## config.mk

```make
export PLATFORM = sky130hd
export DESIGN_NAME = mem_port_arbiter
export DESIGN_NICKNAME = d
export VERILOG_FILES = /design/src/rtl/mem_port_arbiter.sv
export SDC_FILE = /design/constraint.sdc
export NUM_CORES = 1
export LEC_CHECK = 0
export CORE_AREA = 2 2 176 178
export DETAILED_ROUTE_END_ITERATION = 8
export DIE_AREA = 0 0 178 180
export PLACE_DENSITY_LB_ADDON = 0.05
export SYNTH_ARGS = -nofsm -noshare
export SYNTH_HDL_FRONTEND = slang
export SYNTH_SLANG_ARGS = --single-unit
```

## constraint.sdc

```tcl
create_clock -name clk -period 4.4 [get_ports clk]
set_clock_uncertainty 0.1 [all_clocks]
set_input_delay 0.66 -clock clk [delete_from_list [all_inputs] [get_ports clk]]
set_output_delay 0.66 -clock clk [all_outputs]
set_load 0.02 [all_outputs]
```

## src/rtl/mem_port_arbiter.sv

```systemverilog
// Round-robin arbiter sharing one dual_port_ram port among N_REQ requesters, with burst locking
// and read-return tagging. Optional lock timeout is built when ARB_LOCK_TIMEOUT_EN is defined.
module mem_port_arbiter #(
  parameter int N_REQ      = 3,
  parameter int ADDR_WIDTH = 12,
  parameter int DATA_WIDTH = 64,
  parameter int RD_LAT     = 1,
  parameter int LOCK_MAX   = 64
) (
  input  logic                        clk,
  input  logic                        rstn,
  input  logic [N_REQ-1:0]            req,
  input  logic [N_REQ-1:0]            lock,
  input  logic [N_REQ-1:0]            wr_en,
  input  logic [N_REQ*ADDR_WIDTH-1:0] addr,
  input  logic [N_REQ*DATA_WIDTH-1:0] wdata,
  output logic [N_REQ-1:0]            gnt,
  output logic [N_REQ-1:0]            rvalid,
  output logic [DATA_WIDTH-1:0]       rdata,
  output logic                        ram_we,
  output logic [ADDR_WIDTH-1:0]       ram_addr,
  output logic [DATA_WIDTH-1:0]       ram_din,
  input  logic [DATA_WIDTH-1:0]       ram_dout,
  output logic                        lock_broken,
  output logic                        dbg_state_o
);

  localparam int IW = $clog2(N_REQ);

  if (N_REQ < 2 || N_REQ > 8 || RD_LAT < 1 || RD_LAT > 4 || LOCK_MAX < 1) begin : g_param_check
    $error("mem_port_arbiter: parameter out of range");
  end

  typedef enum logic {ST_FREE, ST_LOCKED} state_e;

  state_e          state_q, state_d;
  logic [IW-1:0]   last_q, last_d;
  logic [IW-1:0]   owner_q, owner_d;
  logic            free_found;
  logic [IW-1:0]   free_idx;
  logic            owner_hold;
  logic            gnt_any;
  logic [IW-1:0]   gnt_idx;
  logic            timeout;
  logic [RD_LAT-1:0][N_REQ:0] tag_q;
  logic [N_REQ:0]  tag_push;

  assign dbg_state_o = (state_q == ST_LOCKED);

  // Round-robin search begins one past the last granted index and wraps.
  always_comb begin : rr_search
    int idx;
    idx        = 0;
    free_found = 1'b0;
    free_idx   = '0;
    for (int k = 1; k <= N_REQ; k++) begin
      idx = int'(last_q) + k;
      if (idx >= N_REQ) idx = idx - N_REQ;
      if (!free_found && req[IW'(idx)]) begin
        free_found = 1'b1;
        free_idx   = IW'(idx);
      end
    end
  end

  always_comb begin
    owner_hold = (state_q == ST_LOCKED) && req[owner_q];
    gnt_idx    = owner_hold ? owner_q : free_idx;
    gnt_any    = rstn && (owner_hold || free_found);
    gnt        = gnt_any ? (N_REQ'(1) << gnt_idx) : '0;
  end

  always_comb begin
    ram_we   = 1'b0;
    ram_addr = '0;
    ram_din  = '0;
    for (int i = 0; i < N_REQ; i++) begin
      if (gnt[i]) begin
        ram_we   = wr_en[i];
        ram_addr = addr[i*ADDR_WIDTH +: ADDR_WIDTH];
        ram_din  = wdata[i*DATA_WIDTH +: DATA_WIDTH];
      end
    end
  end

  // A locked owner that drops req frees the port in the same cycle, so the
  // free-search winner may itself lock and become the new owner.
  always_comb begin
    state_d = ST_FREE;
    owner_d = owner_q;
    last_d  = gnt_any ? gnt_idx : last_q;
    if (owner_hold) begin
      if (lock[owner_q] && !timeout) state_d = ST_LOCKED;
    end else if (gnt_any && lock[gnt_idx]) begin
      state_d = ST_LOCKED;
      owner_d = gnt_idx;
    end
  end

  always_ff @(posedge clk or negedge rstn) begin
    if (!rstn) begin
      state_q <= ST_FREE;
      last_q  <= IW'(N_REQ - 1);
      owner_q <= '0;
    end else begin
      state_q <= state_d;
      last_q  <= last_d;
      owner_q <= owner_d;
    end
  end

`ifdef ARB_LOCK_TIMEOUT_EN
  localparam int CW = $clog2(LOCK_MAX + 1);
  logic [CW-1:0] cnt_q, cnt_d;
  logic          locked_grant;
  logic          others_req;

  always_comb begin
    locked_grant = gnt_any && owner_hold && lock[owner_q];
    others_req   = |(req & ~(N_REQ'(1) << owner_q));
    timeout      = locked_grant && others_req && (cnt_q == CW'(LOCK_MAX - 1));
    cnt_d        = '0;
    if (locked_grant && !timeout) cnt_d = others_req ? cnt_q + CW'(1) : cnt_q;
  end

  always_ff @(posedge clk or negedge rstn) begin
    if (!rstn) cnt_q <= '0;
    else       cnt_q <= cnt_d;
  end

  assign lock_broken = timeout;
`else
  assign timeout     = 1'b0;
  assign lock_broken = 1'b0;
`endif

  // Tag entry is {valid, one-hot owner}; it reaches the tail as RAM data arrives.
  always_comb begin
    tag_push = '0;
    if (gnt_any && !wr_en[gnt_idx]) tag_push = {1'b1, gnt};
  end

  always_ff @(posedge clk or negedge rstn) begin
    if (!rstn) begin
      tag_q <= '0;
    end else begin
      tag_q[0] <= tag_push;
      for (int i = 1; i < RD_LAT; i++) tag_q[i] <= tag_q[i-1];
    end
  end

  assign rvalid = tag_q[RD_LAT-1][N_REQ] ? tag_q[RD_LAT-1][N_REQ-1:0] : '0;
  assign rdata  = ram_dout;

endmodule

```

### Yosys cells after proc, flatten, opt, wreduce, memory -nomap -nowiden

Index checks and enable logic that the tools add are counted.
Widths: inputs -> output; s select.

* word-level logic and storage cells: 73
* flip-flop bits (word level): 9
* input bits: 303

* multiplexer cells: 42
* $lt $le $gt $ge: 8
* shift-type cells: 1
* add/subtract/negate cells: 6
* bitwise operators: 1
* reduce and logical (&&, ||, !) cells: 11

Operators by type and width (number)
* $mux 64: 3
* $mux 12: 3
* $mux 1: 19
* $bmux 1 s2: 7
* $mux 2: 7
* $lt 2x4->1 const B: 3
* $ge 3x2->1 const B: 3
* $add 2x2->3 const B: 2
* $logic_and 1x1->1: 6
* $lt 2x3->1 const B: 2
* $mux 3: 2
* $sub 2x2->2 const B: 3
* $mux 4: 1
* $add 2x1->3 const B: 1
* $logic_not 1->1: 3
* $shl 1x2->3 const A: 1
* $reduce_and 2->1: 1
* $logic_or 1x1->1: 1
* $not 1->1: 1

### Longest topological paths before layout

Gate-level depths: netlist (run 1).

* depth in word-level cells: 19
* depth in mapped cells: 12
* gate-level depth less buffers: 9

### Worst setup path after synthesis (run 1)

No wires, ideal clock.

* kind: register to output
* start point: reg last_q[1]
* end point: out ram_din[26]
* arrival: 2.764 ns
* path buffers: 4
* path slack: 0.876 ns
* data required time: 3.640 ns
* cell stages (with the launch flop): 12
* cells stage by stage: dfstp_2 > inv_1 > ha_1 > buf_2 > mux2i_1 > o211a_1 > nand3_1 > a32o_1 > buf_2 > buf_2 > clkbuf_1 > a211oi_1

* word-level cells in the longest chain between the ends: 19

RTL lines
* start: declaration: RTL line 37 `logic [IW-1:0] last_q, last_d;`
* start signal: assignment: RTL line 103 `last_q <= IW'(N_REQ - 1);`
* start signal: assignment: RTL line 107 `last_q <= last_d;`
* $add 2x1->3: RTL line 57 `idx = int'(last_q) + k;`
* $ge 3x2->1 / $sub 2x2->2 (equally long branches): RTL line 58 `if (idx >= N_REQ) idx = idx - N_REQ;`
* $mux 2: RTL line 58
* $bmux 1 s2: RTL line 59 `if (!free_found && req[IW'(idx)]) begin`
* $mux 1 (not written as such) (2 in series): RTL line 59
* $mux 1: RTL line 59
* $logic_not 1->1: RTL line 59
* $logic_and 1x1->1: RTL line 59
* $mux 1: RTL line 59
* $logic_not 1->1: RTL line 59
* $logic_and 1x1->1: RTL line 59
* $mux 2 / $mux 1 (equally long branches): RTL line 59
* $mux 2 / $logic_or 1x1->1 (equally long branches): RTL line 68, 69
* $shl 1x2->3 / $logic_and 1x1->1 (equally long branches): RTL line 70, 69
* $mux 3 (*): RTL line 70 `gnt = gnt_any ? (N_REQ'(1) << gnt_idx) : '0;`
* $mux 64 (2 in series): RTL line 78 `if (gnt[i]) begin`
* $mux 64 (*): RTL line 78
* end: declaration: RTL line 22 `output logic [DATA_WIDTH-1:0] ram_din,`

Mark *: on every way between the ends. The rest lies on a longest branch, timed or not. The select of a mux whose other input is x is not followed.

### Worst setup path after layout (run 1)

* start point: reg last_q[1]
* end point: out ram_din[24]

Same word-level chain as after synthesis.

==> results.toml, run 1 <==
[finish]
area_growth_pct = 119
utilization_pct = 21.9
layout_commonest_cell = "clkdlybuf4s50_1"
nets = 965
drive_gt1_share_pct = 5.47
layout_common_cells = "253 x clkdlybuf4s50_1, 85 x nor2_1, 82 x mux2i_1, 75 x a211oi_1, 67 x dlymetal6s2s_1"

[cts]
h-tree-depth = 1
clkLatencyLatePin_ps = 240
cts_made_buffers = 3
cts_resized = 1
ctsLongestPathBuffers = 2
tritoncts = "done"
cts_root_buf = "clkbuf_16"
cts-hold-fix-buffers = 0
cts_setup_buffers = 0
path_clk_slew_ps = 40
cts.sinks = 9

[placement]
hpwl_mm = 15.8
globalplace.congestion = 0.770
port_buffers = 322

[timing]
finalSetupViolations = 0
worstMarginPinSlew_ps = 543
slew_headroom_pct = 63.8
finalCritPeriodShare_pct = 95.5
hold_violations = 0
hold_slack_ps = 427
fmaxAchievable_ghz = 0.238
rsz0062_at_grt = "no"
fin_tns_setup_ps = 0
final_max_slew_viol_count = 0
period_minus_slack_ps = 4200

[yosys]
synthArstFlopShare_pct = 100
synth_flop_cell = "dfrtp_1"
synthSimpleGateAreaFrac_pct = 15.1
synth_fa_ha_area_share_pct = 1.24
netlist_area_um2 = 3020
synth_top_area_share_pct = 27.2
synth_area_leaders = "mux2i_1 27%, a211oi_1 19%, buf_4 18%"
synthMuxAreaShare_pct = 28.3
synth_xor_area_share_pct = 0
synth_edf_count = 0
synth_cells = 413
syn_area_per_cell_um2 = 7.32
yosys.area.top_type = "mux2i_1"
synth-seq-cells = 9
yosys_warnings = 0
synth_compound_area_share_pct = 24.1
synth_top_family_by_area = "multiplexers"
seq_area_frac_synth_pct = 7.49
syn_nets = 719
ys_types = 40

[power]
ir_drop_mv = 0.276
power_density_nw_per_um2 = 571
leakage_nw = 3.33

[critical_path]
crit_fanout = 11
critical_path_class = "reg -> out"
end_kind = "primary output"
crit_arrival_ps = 3440
cp-start-kind = "register"
critPathRequiredTime_ps = 3640
rrSetupSlack_ps = 1210

[route]
routed_wl_mm = 19.0
ant_nets = 0
via_count = 3894
first_pass_iters = 4
viasPerCell = 3.68
post_drt_wl_per_cell_um = 17.9
drcViolationCount = 0
drtIter0Drc = 93

[grt]
grt_max_degree = 79
gr-total-overflow = 0
antenna_found_initial = 2
grt_use_total_pct = 11.2
grt_first_pass_wirelength_mm = 27.2
grt_pass1_vias = 4113

[hold_path]
hold_path.class = "reg -> reg"

[floorplan]
die_area_um2 = 32000
die_height_um = 180
die_width_um = 178
pin_count = 452
start_util_pct = 10.0
core_area_um2 = 30200
num_rows = 64

[job]
cap_violations = 0

[outcome]
status = "complete, no violations"
-- report_power, final --
group | internal [mW] | switching [mW] | total [mW]
clock | 0.121 | 0.0422 | 0.164
combinational | 1.60 | 1.86 | 3.46
sequential | 0.117 | 0.0277 | 0.144
total | 1.84 | 1.93 | 3.77
-- cell type report --
cell class	count	area, um2
fill	3296	23600
timing repair buffer	343	3660
multi-input combinational	295	2120
tap	396	495
sequential	9	226
clock buffer	4	78.8
inverter	7	26.3
antenna	3	7.51
-- state kept, by name (all words and copies together) (netlist names) --
name,count
tag_q,4
owner_q,2
dbg_state_o,1
last_q,2
-- worst max-delay path: stages (launching register included) --
cell,delay (ps)
dfstp_2,540
inv_1,60
ha_1,410
and2_1,230
o21ai_1,210
nand3_1,190
a31oi_4,230
buf_12,200
buf_12,160
mux2i_1,80
a211oi_1,230
clkdlybuf4s50_1,660
-- final timing paths --
| kind | startpoint | endpoint | cells past startpoint |
|---|---|---|---|
| setup reg to reg | last_q[1] | owner_q[0] | 11 |
| max in group asynchronous | rstn | last_q[1] | 2 |
| setup / recovery | last_q[1] | ram_din[24] | 11 |
| hold / removal | last_q[1] | last_q[1] | 1 |
| hold reg to reg | last_q[1] | last_q[1] | 1 |
| min in group asynchronous | rstn | dbg_state_o | 2 |
-- through the flow --
stage          setup WS (ps)  instance area, um2  power (mW)  std cells
2_1_floorplan            876                3020        2.24        413
3_3_place_gp            38.2                6350        3.77       1050
3_5_place_dp            92.2                6350        3.74       1050
4_1_cts                 15.6                6430        3.94       1054
5_1_grt                 3.29                6600        4.07       1056
6_report                 198                6610        3.77       1057
-- cell families (layout without fill, tap and decap cells) --
logic type / count (synthesis) / count (layout)
compound gates: 98 / 98
mux: 85 / 85
fa+ha+maj: 3 / 3
other cells: 1 / 4
flops: 9 / 9
simple gates: 108 / 108
buf+inv: 109 / 354
-- Yosys cell counts (3+ instances only) --
master,count
a211oi_1,76
a21oi_1,6
and2_1,4
buf_2,15
buf_4,72
clkbuf_1,12
dfrtp_1,8
ha_1,3
inv_1,7
mux2i_1,82
nand2_1,5
nand3_1,3
nor2_1,85
nor2b_1,4
-- routing by layer --
metal  GRT usage, %  up-vias  wire [um]
li1               -     1919          -
met1           11.4     1797       6490
met2           22.5      142      10700
met3           2.75       36       1370
met4           2.36        0        378
met5              0        -          0
(Power assumes the default switching activity.)
==> run 2: changes to the inputs <==
--- a/config.mk
+++ b/config.mk
@@ -6,9 +6,11 @@
 export NUM_CORES = 1
 export LEC_CHECK = 0
 export CORE_AREA = 2 2 176 178
+export CTS_CLUSTER_DIAMETER = 30
 export DETAILED_ROUTE_END_ITERATION = 8
 export DIE_AREA = 0 0 178 180
 export PLACE_DENSITY_LB_ADDON = 0.05
 export SYNTH_ARGS = -nofsm -noshare
 export SYNTH_HDL_FRONTEND = slang
 export SYNTH_SLANG_ARGS = --single-unit
+export TNS_END_PERCENT = 20
==> results of run 2 <==
Same layout as run 1: the final DEF is identical, and so are final timing and power.
